**src/rtl/rst_seq_pkg.sv**
```systemverilog
// Shared types and default constants for the staggered reset sequencer with watchdog.
package rst_seq_pkg;

    typedef enum logic [1:0] {
        StHold,
        StStagger,
        StRun
    } seq_state_e;

    localparam int unsigned DefNumCh         = 4;
    localparam int unsigned DefHoldCycles    = 16;
    localparam int unsigned DefStaggerCycles = 4;
    localparam int unsigned DefSyncStages    = 2;
    localparam int unsigned DefWdtWidth      = 16;
    localparam int unsigned DefTimeoutResets = 0;

    // Width of a counter that must reach max(a, b) - 1.
    function automatic int unsigned cnt_width(int unsigned a, int unsigned b);
        int unsigned m;
        m = (a > b) ? a : b;
        return (m > 1) ? $clog2(m) : 1;
    endfunction

endpackage

```
**src/rtl/rst_sync.sv**
```systemverilog
// Reset synchroniser: asserts asynchronously, deasserts after SYNC_STAGES clock edges.
module rst_sync #(
    parameter int unsigned SYNC_STAGES = 2
) (
    input  logic clk_i,
    input  logic rst_ni,
    output logic rst_no
);

    logic [SYNC_STAGES-1:0] sync_q;

    always_ff @(posedge clk_i or negedge rst_ni) begin
        if (!rst_ni) begin
            sync_q <= '0;
        end else begin
            sync_q <= {sync_q[SYNC_STAGES-2:0], 1'b1};
        end
    end

    assign rst_no = sync_q[SYNC_STAGES-1];

endmodule

```
**src/rtl/rst_seq_wdt.sv**
```systemverilog
// Staggered multi-channel reset release sequencer with a saturating watchdog that runs
// once every channel is out of reset.
module rst_seq_wdt
    import rst_seq_pkg::*;
#(
    parameter int unsigned NUM_CH         = DefNumCh,
    parameter int unsigned HOLD_CYCLES    = DefHoldCycles,
    parameter int unsigned STAGGER_CYCLES = DefStaggerCycles,
    parameter int unsigned SYNC_STAGES    = DefSyncStages,
    parameter int unsigned WDT_WIDTH      = DefWdtWidth,
    parameter int unsigned TIMEOUT_RESETS = DefTimeoutResets
) (
    input  logic                 clk_i,
    input  logic                 reset_ni,
    input  logic                 sw_reset_i,
    output logic [NUM_CH-1:0]    ch_reset_o,
    output logic                 seq_done_o,
    input  logic                 wdt_en_i,
    input  logic                 wdt_kick_i,
    input  logic                 wdt_clear_i,
    input  logic [WDT_WIDTH-1:0] wdt_limit_i,
    output logic [WDT_WIDTH-1:0] wdt_count_o,
    output logic                 wdt_timeout_o
);

    localparam int unsigned IdxW = (NUM_CH > 1) ? $clog2(NUM_CH) : 1;
    localparam int unsigned CntW = cnt_width(HOLD_CYCLES, STAGGER_CYCLES);

    logic rst_n;

    rst_sync #(
        .SYNC_STAGES(SYNC_STAGES)
    ) u_rst_sync (
        .clk_i (clk_i),
        .rst_ni(reset_ni),
        .rst_no(rst_n)
    );

    seq_state_e            state_q;
    logic [CntW-1:0]       cnt_q;
    logic [IdxW-1:0]       idx_q;
    logic [NUM_CH-1:0]     ch_reset_q;
    logic                  seq_done_q;
    logic [WDT_WIDTH-1:0]  wdt_count_q;
    logic                  wdt_timeout_q;
    logic                  tmo_rst_q;

    logic restart;
    logic counting;
    logic at_limit;

    assign restart  = sw_reset_i | tmo_rst_q;
    assign counting = (state_q == StRun) && wdt_en_i && (wdt_limit_i != '0);
    // >= so that lowering the limit below the current count still times out.
    assign at_limit = (wdt_count_q >= wdt_limit_i);

    always_ff @(posedge clk_i or negedge rst_n) begin
        if (!rst_n) begin
            state_q    <= StHold;
            cnt_q      <= '0;
            idx_q      <= '0;
            ch_reset_q <= '1;
            seq_done_q <= 1'b0;
        end else if (restart) begin
            state_q    <= StHold;
            cnt_q      <= '0;
            idx_q      <= '0;
            ch_reset_q <= '1;
            seq_done_q <= 1'b0;
        end else begin
            unique case (state_q)
                StHold: begin
                    if (cnt_q == CntW'(HOLD_CYCLES - 1)) begin
                        ch_reset_q[0] <= 1'b0;
                        cnt_q         <= '0;
                        if (NUM_CH == 1) begin
                            state_q    <= StRun;
                            seq_done_q <= 1'b1;
                        end else begin
                            state_q <= StStagger;
                            idx_q   <= IdxW'(1);
                        end
                    end else begin
                        cnt_q <= cnt_q + CntW'(1);
                    end
                end
                StStagger: begin
                    if (cnt_q == CntW'(STAGGER_CYCLES - 1)) begin
                        ch_reset_q[idx_q] <= 1'b0;
                        cnt_q             <= '0;
                        if (idx_q == IdxW'(NUM_CH - 1)) begin
                            state_q    <= StRun;
                            seq_done_q <= 1'b1;
                        end else begin
                            idx_q <= idx_q + IdxW'(1);
                        end
                    end else begin
                        cnt_q <= cnt_q + CntW'(1);
                    end
                end
                StRun: begin
                end
                default: state_q <= StHold;
            endcase
        end
    end

    always_ff @(posedge clk_i or negedge rst_n) begin
        if (!rst_n) begin
            wdt_count_q   <= '0;
            wdt_timeout_q <= 1'b0;
            tmo_rst_q     <= 1'b0;
        end else begin
            tmo_rst_q <= 1'b0;
            if (restart) begin
                wdt_count_q <= '0;
            end else if (wdt_clear_i) begin
                wdt_count_q   <= '0;
                wdt_timeout_q <= 1'b0;
            end else if (wdt_kick_i) begin
                wdt_count_q <= '0;
            end else if (counting) begin
                if (at_limit) begin
                    wdt_count_q   <= wdt_limit_i;
                    wdt_timeout_q <= 1'b1;
                    // Only the 0->1 transition of the sticky flag restarts the sequence.
                    tmo_rst_q     <= (TIMEOUT_RESETS != 0) && !wdt_timeout_q;
                end else begin
                    wdt_count_q <= wdt_count_q + WDT_WIDTH'(1);
                end
            end
        end
    end

    assign ch_reset_o    = ch_reset_q;
    assign seq_done_o    = seq_done_q;
    assign wdt_count_o   = wdt_count_q;
    assign wdt_timeout_o = wdt_timeout_q;

endmodule

```
**config.mk**
```make
export PLATFORM = sky130hd
export DESIGN_NAME = rst_seq_wdt
export DESIGN_NICKNAME = d
export VERILOG_FILES = /design/src/rtl/rst_seq_pkg.sv /design/src/rtl/rst_sync.sv /design/src/rtl/rst_seq_wdt.sv
export SDC_FILE = /design/constraint.sdc
export NUM_CORES = 1
export LEC_CHECK = 0
export CAP_MARGIN = 20
export CORE_MARGIN = 5
export CORE_UTILIZATION = 47
export CTS_CLUSTER_SIZE = 16
export DETAILED_ROUTE_END_ITERATION = 8
export PLACE_DENSITY = 0.74
export SLEW_MARGIN = 20
export SYNTH_ARGS = -nofsm -noshare
export SYNTH_HDL_FRONTEND = slang
export SYNTH_SLANG_ARGS = --single-unit
```
**constraint.sdc**
```tcl
create_clock -name clk_i -period 1 [get_ports clk_i]
set_clock_uncertainty 0.05 [all_clocks]
set_input_delay 0.1 -clock clk_i [delete_from_list [all_inputs] [get_ports clk_i]]
set_output_delay 0.1 -clock clk_i [all_outputs]
set_load 0.01 [all_outputs]
```
==> results of run 1 <==
[repair_timing]
action                     in CTS  in global routing
pin swaps                      15                 19
hold buffers                    1                  0
hold endpoints to repair        2                  0
gates cloned                    1                  1
setup endpoints to repair      51                 52
setup buffers                  12                 14
gates resized for setup       150                 43
[worst max-delay path: stages (launching register included)]
cell      delay, ns
dfrtp_1        0.39
ha_1           0.30
a21oi_1        0.17
o21ai_1        0.11
a221oi_4       0.40
and3_4         0.29
buf_6          0.14
mux2i_1        0.22
a21oi_1        0.10
[registers in the layout, indices dropped and copies added, names as in the netlist]
register and cells:
state_q 2, wdt_timeout_o 1, cnt_q 4, wdt_count_o 16, idx_q 2, seq_done_o 1
u_rst_sync.sync_q 2, ch_reset_o 4
[metrics by stage]
stage,instances,TNS (ns),cell area (um2),hold WS [ns],total power [mW]
after CTS,469,-25.23,3800,0.129,3.05
after global placement,451,-32.27,3410,0.112,1.76
after global routing,474,-30.77,3970,0.173,3.18
final,474,-28.00,3970,0.116,3.10
after floorplan,273,-21.19,2380,-0.246,1.51
after detailed placement,451,-33.17,3410,0.123,1.78
[logic make-up (layout without fill, tap and decap cells)]
kind of cell,Yosys count,count (layout),synth area share
xor gates and xnor gates,2,2,0.00766
AOI/OAI and AO/OA,64,64,0.178
muxes,9,9,0.0394
and+or+nand+nor,112,112,0.244
DFF,32,32,0.352
adders and majority gates,22,22,0.120
buffers and inverters,31,165,0.0574
other,1,1,0.00164
[cell type report]
| class | instances | area, um2 | area share |
|---|---|---|---|
| multi-input combinational | 210 | 1640 | 0.414 |
| tap | 67 | 83.8 | 0.0211 |
| clock buffer | 5 | 68.8 | 0.0173 |
| timing repair buffer | 135 | 1240 | 0.313 |
| inverter | 22 | 82.6 | 0.0208 |
| sequential | 32 | 807 | 0.203 |
| clock inverter | 3 | 42.5 | 0.0107 |
[path summary, 6_finish.rpt]
path	end	slack [ns]	start	depth (start not counted)
max	wdt_count_o[1]	-1.28	wdt_count_o[9]	8
min	seq_done_o	0.12	u_rst_sync.sync_q[1]	1
max reg2reg	wdt_count_o[1]	-1.28	wdt_count_o[9]	8
min reg2reg	seq_done_o	0.12	u_rst_sync.sync_q[1]	1
max in group asynchronous	u_rst_sync.sync_q[0]	0.32	reset_ni	2
min in group clk_i	u_rst_sync.sync_q[1]	0.30	u_rst_sync.sync_q[0]	0
[cells in the final DEF, fill, tap and decap left out, types with 5 or more instances in the layout]
cell and count:
inv_1 20, buf_4 60, clkdlybuf4s50_1 20, buf_6 48
nand3_2 7, ha_4 5, mux2i_1 8, o21ai_1 6
nor3_1 7, a31oi_1 8, nor2_1 12, o21ai_0 6
nor4_1 6, a21oi_1 13, clkbuf_8 5, nand2_1 32
nand3_1 13, nand4_1 6, ha_1 17, and3_1 6
dfrtp_1 27
[where the power goes]
part | internal [mW] | switching [mW] | total [mW]
clock network | 0.738 | 0.551 | 1.29
registers | 1.32 | 0.0200 | 1.34
logic | 0.249 | 0.227 | 0.476
total | 2.30 | 0.798 | 3.10
[routing by layer]
layer,vias to the layer above,track usage,share of wire
li1,1257,-,-
met1,1356,0.336,0.38
met2,247,0.479,0.47
met3,66,0.0587,0.099
met4,0,0.0929,0.049
met5,-,0,0
==> reports/qor.csv, run 1 <==
metric,value,unit
required,1.13,ns
crit_type,reg -> reg,
wire_per_inst,19.6,um
antenna_found_initial,0,
cap_violations,0,
htreeDepth,2,
num_io_pins,44,
grt_pass1_vias,2840,
yosys.cell_count.top_type,nand2_1,
end_kind,flip-flop,
die_area,6360,um2
via_per_inst,6.17,
port_buffers,43,
finalHoldViolCount,0,
vias,2926,
slew_viol_final,0,
synth.ff_latch_count,32,
ys_seq_area_frac,0.352,
diodes,0,
nFillCells,248,
grt_setup_unrepaired,yes,
syn_area,2290,um2
ir_worst_vdd,837,uV
ys_top_cells_by_area,"dfrtp_1 (31%), ha_1 (12%), nand2_1 (5.7%)",
fin_crit,2.28,ns
tightest_slew,0.525,ns
synth_edf_count,0,
synth_top_cell_area_share,0.306,
ys_types,42,
max_slew_margin,0.647,
dpl_worst_slack,-1.56,ns
routed_wl,9280,um
grt_max_degree,24,
final_core_util,0.841,
initial_utilization,0.485,
drtIter0Drc,432,
critPathLaunchType,flip-flop,
syn_avg_cell_area,8.38,um2
hold_class,reg -> async,
yosysWarningCount,0,
ys.flop_type,dfrtp_1,
globalplace.congestion,0.906,
path_clk_slew,0.08,ns
die_x,79.8,um
drc,0,
detail-route-antenna-nets,0,
grt_first_pass_wirelength,13500,um
synthArstFlopShare,1.00,
grt_use_total,0.275,
fin_crit_sh,2.28,
area_delta_synth_final,73.6,%
synth_area_leader_cell,dfrtp_1,
synth_common_cells,"nand2_1 (35), dfrtp_1 (28), ha_1 (22), inv_1 (22), nand3_1 (20)",
fin_nets,450,
synthCells,273,
status,finished with violations,
fp-row-count,25,
dp_hpwl,5380,um
numCtsBuffers,5,
clock-sinks,32,
fmax,438,MHz
finalSetupViolCount,51,
core_area,4720,um2
cts_tree,yes,
worst-path-max-fanout,5,
clock_path_buffers,2,
synth_fp_nets,317,
leakage,1.85,nW
overflow,0,
die_y,79.8,um
cts_root_buffer,clkbuf_8,
drtPass1Iterations,6,
clock_latency,0.30,ns
drive_above_1_share,0.415,
final.setup.worst_slack,-1.28,ns
violations,setup timing,
cp_data_arrival_time,2.41,ns
powerDensity,781,nW/um2
Note: power is estimated with default switching activity, not from simulation.
==> inputs of run 2 (changes only) <==
==> constraint.sdc (replaced) <==
create_clock -name clk_i -period 1 [get_ports clk_i]
set_clock_uncertainty 0.05 [all_clocks]
set_input_delay 0.2 -clock clk_i [delete_from_list [all_inputs] [get_ports clk_i]]
set_output_delay 0.2 -clock clk_i [all_outputs]
set_load 0.01 [all_outputs]
==> run 2 against run 1 <==
Net effect: sequential cell count did not move; the flow still finishes with violations (setup timing); largest power group unchanged; register-to-register slack improved by 0.07 ns; die area did not move; core utilization rose by 0.82 points; worst hold slack got worse by 0.11 ns; highest routed layer unchanged.
==> reports/qor.csv, run 2 (same netlist as run 1, synthesis figures left out) <==
metric,value,unit
finalHoldViolCount,0,
highest_layer,met4,
port_buffers,43,
regToRegStartpoint,wdt_count_o[15],
diodes,0,
dp_hpwl,5440,um
cap_violations,0,
met1_length,3480,um
p_comb_frac,0.154,
htreeDepth,2,
grt_first_pass_wirelength,13500,um
switchingPower,785,uW
path_clk_slew,0.07,ns
cp_top_family,simple AND/OR/NAND/NOR gates,
hold_class,in -> async,
ir_worst_vdd,820,uV
via_per_inst,6.03,
grt_max_degree,24,
die_y,79.8,um
critPathLaunch,wdt_limit_i[15],
p_int,2.30,mW
wl_met2,4190,um
grt_pass1_vias,2825,
antenna_found_initial,0,
final_core_util,0.849,
powerDensity,770,nW/um2
clock-sinks,32,
routed_wl,8770,um
die_x,79.8,um
fp-row-count,25,
wire_per_inst,18.4,um
nFillCells,223,
vias,2871,
largest_reg_flops,16,
core_area,4720,um2
worst-path-max-fanout,4,
drive_above_1_share,0.433,
drc,0,
grt_setup_unrepaired,yes,
globalplace.congestion,0.906,
leakage,1.86,nW
initial_utilization,0.485,
cp_slowest_cell,clkdlybuf4s50_1,
cts_root_buffer,clkbuf_8,
clock_latency,0.30,ns
critPathLaunchType,input port,
status,finished with violations,
drtIter0Drc,427,
fin_nets,452,
layout_common_cells,"buf_4 (64), buf_6 (47), nand2_1 (31)",
fin_crit_sh,2.23,
required,1.13,ns
finalSetupViolCount,52,
drtPass1Iterations,5,
violations,setup timing,
fmax,449,MHz
hold_ws,0.00797,ns
fin_crit,2.23,ns
power_frac_seq,0.432,
cp_data_arrival_time,2.35,ns
detail-route-antenna-nets,0,
end_kind,flip-flop,
slowest_delay,0.50,ns
die_area,6360,um2
numCtsBuffers,5,
final.setup.worst_slack,-1.23,ns
area_delta_synth_final,75.3,%
path_cells,"clkdlybuf4s50_1, inv_2, ha_4, nand4_1, nor3_4, o311ai_4, and3_4, buf_6, mux2i_1, a21oi_1",
path_buf_inv,3,
dr_wl_met3,759,um
power_frac_clock,0.414,
slew_viol_final,0,
p_sw_frac,0.254,
num_io_pins,44,
crit_type,in -> reg,
cts_tree,yes,
clock_path_buffers,2,
grt_use_total,0.272,
final_common_cell,buf_4,
overflow,0,
[run 2: cell count changes in the layout (fill, tap and decap cells not counted), moves of 2 or more]
| cell | delta |
|---|---|
| buf_4 | +4 |
| clkdlybuf4s50_1 | -3 |
| ha_1 | -3 |
| ha_4 | +3 |
| nand3_1 | +3 |
| nand3_2 | -3 |
| o21ai_0 | -3 |
| a21oi_1 | -2 |
| a21oi_2 | +2 |
| dlygate4sd2_1 | +2 |
| inv_1 | -2 |
| inv_2 | +2 |
| o21ai_2 | +2 |
[run 2: power by group through the flow]
stage	logic [mW]	clock network (mW)	registers (mW)
after floorplan	0.127	0	1.38
after global placement	0.405	0	1.36
after detailed placement	0.421	0	1.36
after CTS	0.443	1.27	1.34
after global routing	0.514	1.34	1.34
final	0.476	1.28	1.34
[run 2: final timing paths]
check | to | slack [ns] | cells past startpoint
hold reg to reg | seq_done_o | 0.12 | 1
hold / removal | u_rst_sync.sync_q[1] | 0.008 | 1
setup / recovery | wdt_count_o[1] | -1.23 | 10
min in group clk_i | u_rst_sync.sync_q[1] | 0.31 | 0
max in group asynchronous | state_q[0] | 0.44 | 1
setup reg to reg | wdt_count_o[1] | -1.21 | 8
[run 2: worst register-to-register path: stages, from the launching register on]
cell and delay [ns]:
dfrtp_1 0.43, ha_4 0.29, nand4_1 0.20, nor3_4 0.33, o311ai_4 0.18, and3_4 0.23
buf_6 0.13, mux2i_1 0.17, a21oi_1 0.08
[run 2: final cells by class]
type / count / area [um2] / area share
repair buffers: 137 / 1260 / 0.315
clock buffers: 5 / 68.8 / 0.0172
flip-flops and latches: 32 / 807 / 0.201
inverters: 22 / 82.6 / 0.0206
multi-input cells: 210 / 1660 / 0.415
well taps: 67 / 83.8 / 0.0209
clock inverters: 3 / 42.5 / 0.0106
[run 2: repair_timing]
action / 4_1_cts / 5_1_grt
hold buffers: 0 / 0
endpoints found under the setup margin: 51 / 52
buffers inserted: 14 / 11
resized for setup: 159 / 41
endpoints found under the hold margin: 0 / 0
pin swaps: 16 / 14
gates cloned: 1 / 0
[run 2: per-stage QoR]
step	area (um2)	setup WS (ns)	cells	total power, mW	setup TNS, ns
after CTS	3840	-1.16	472	3.05	-27.98
after global routing	4010	-1.32	476	3.19	-31.82
after floorplan	2380	-1.14	273	1.51	-21.19
final	4010	-1.23	476	3.09	-29.28
after detailed placement	3410	-1.68	451	1.78	-37.93
after global placement	3410	-1.59	451	1.76	-36.75
[run 2: layer usage]
layer  track usage  vias up
met2         0.465      210
met1         0.345     1341
li1              -     1267
met5             0        -
met3        0.0542       53
met4        0.0861        0
==> inputs of run 3 (changes only) <==
--- a/config.mk
+++ b/config.mk
@@ -5,6 +5,7 @@
 export SDC_FILE = /design/constraint.sdc
 export NUM_CORES = 1
 export LEC_CHECK = 0
+export ABC_CLOCK_PERIOD_IN_PS = 1000
 export CAP_MARGIN = 20
 export CORE_MARGIN = 5
 export CORE_UTILIZATION = 47
==> results of run 3 <==
The final DEF is identical to that of run 2; final timing and power are the same.
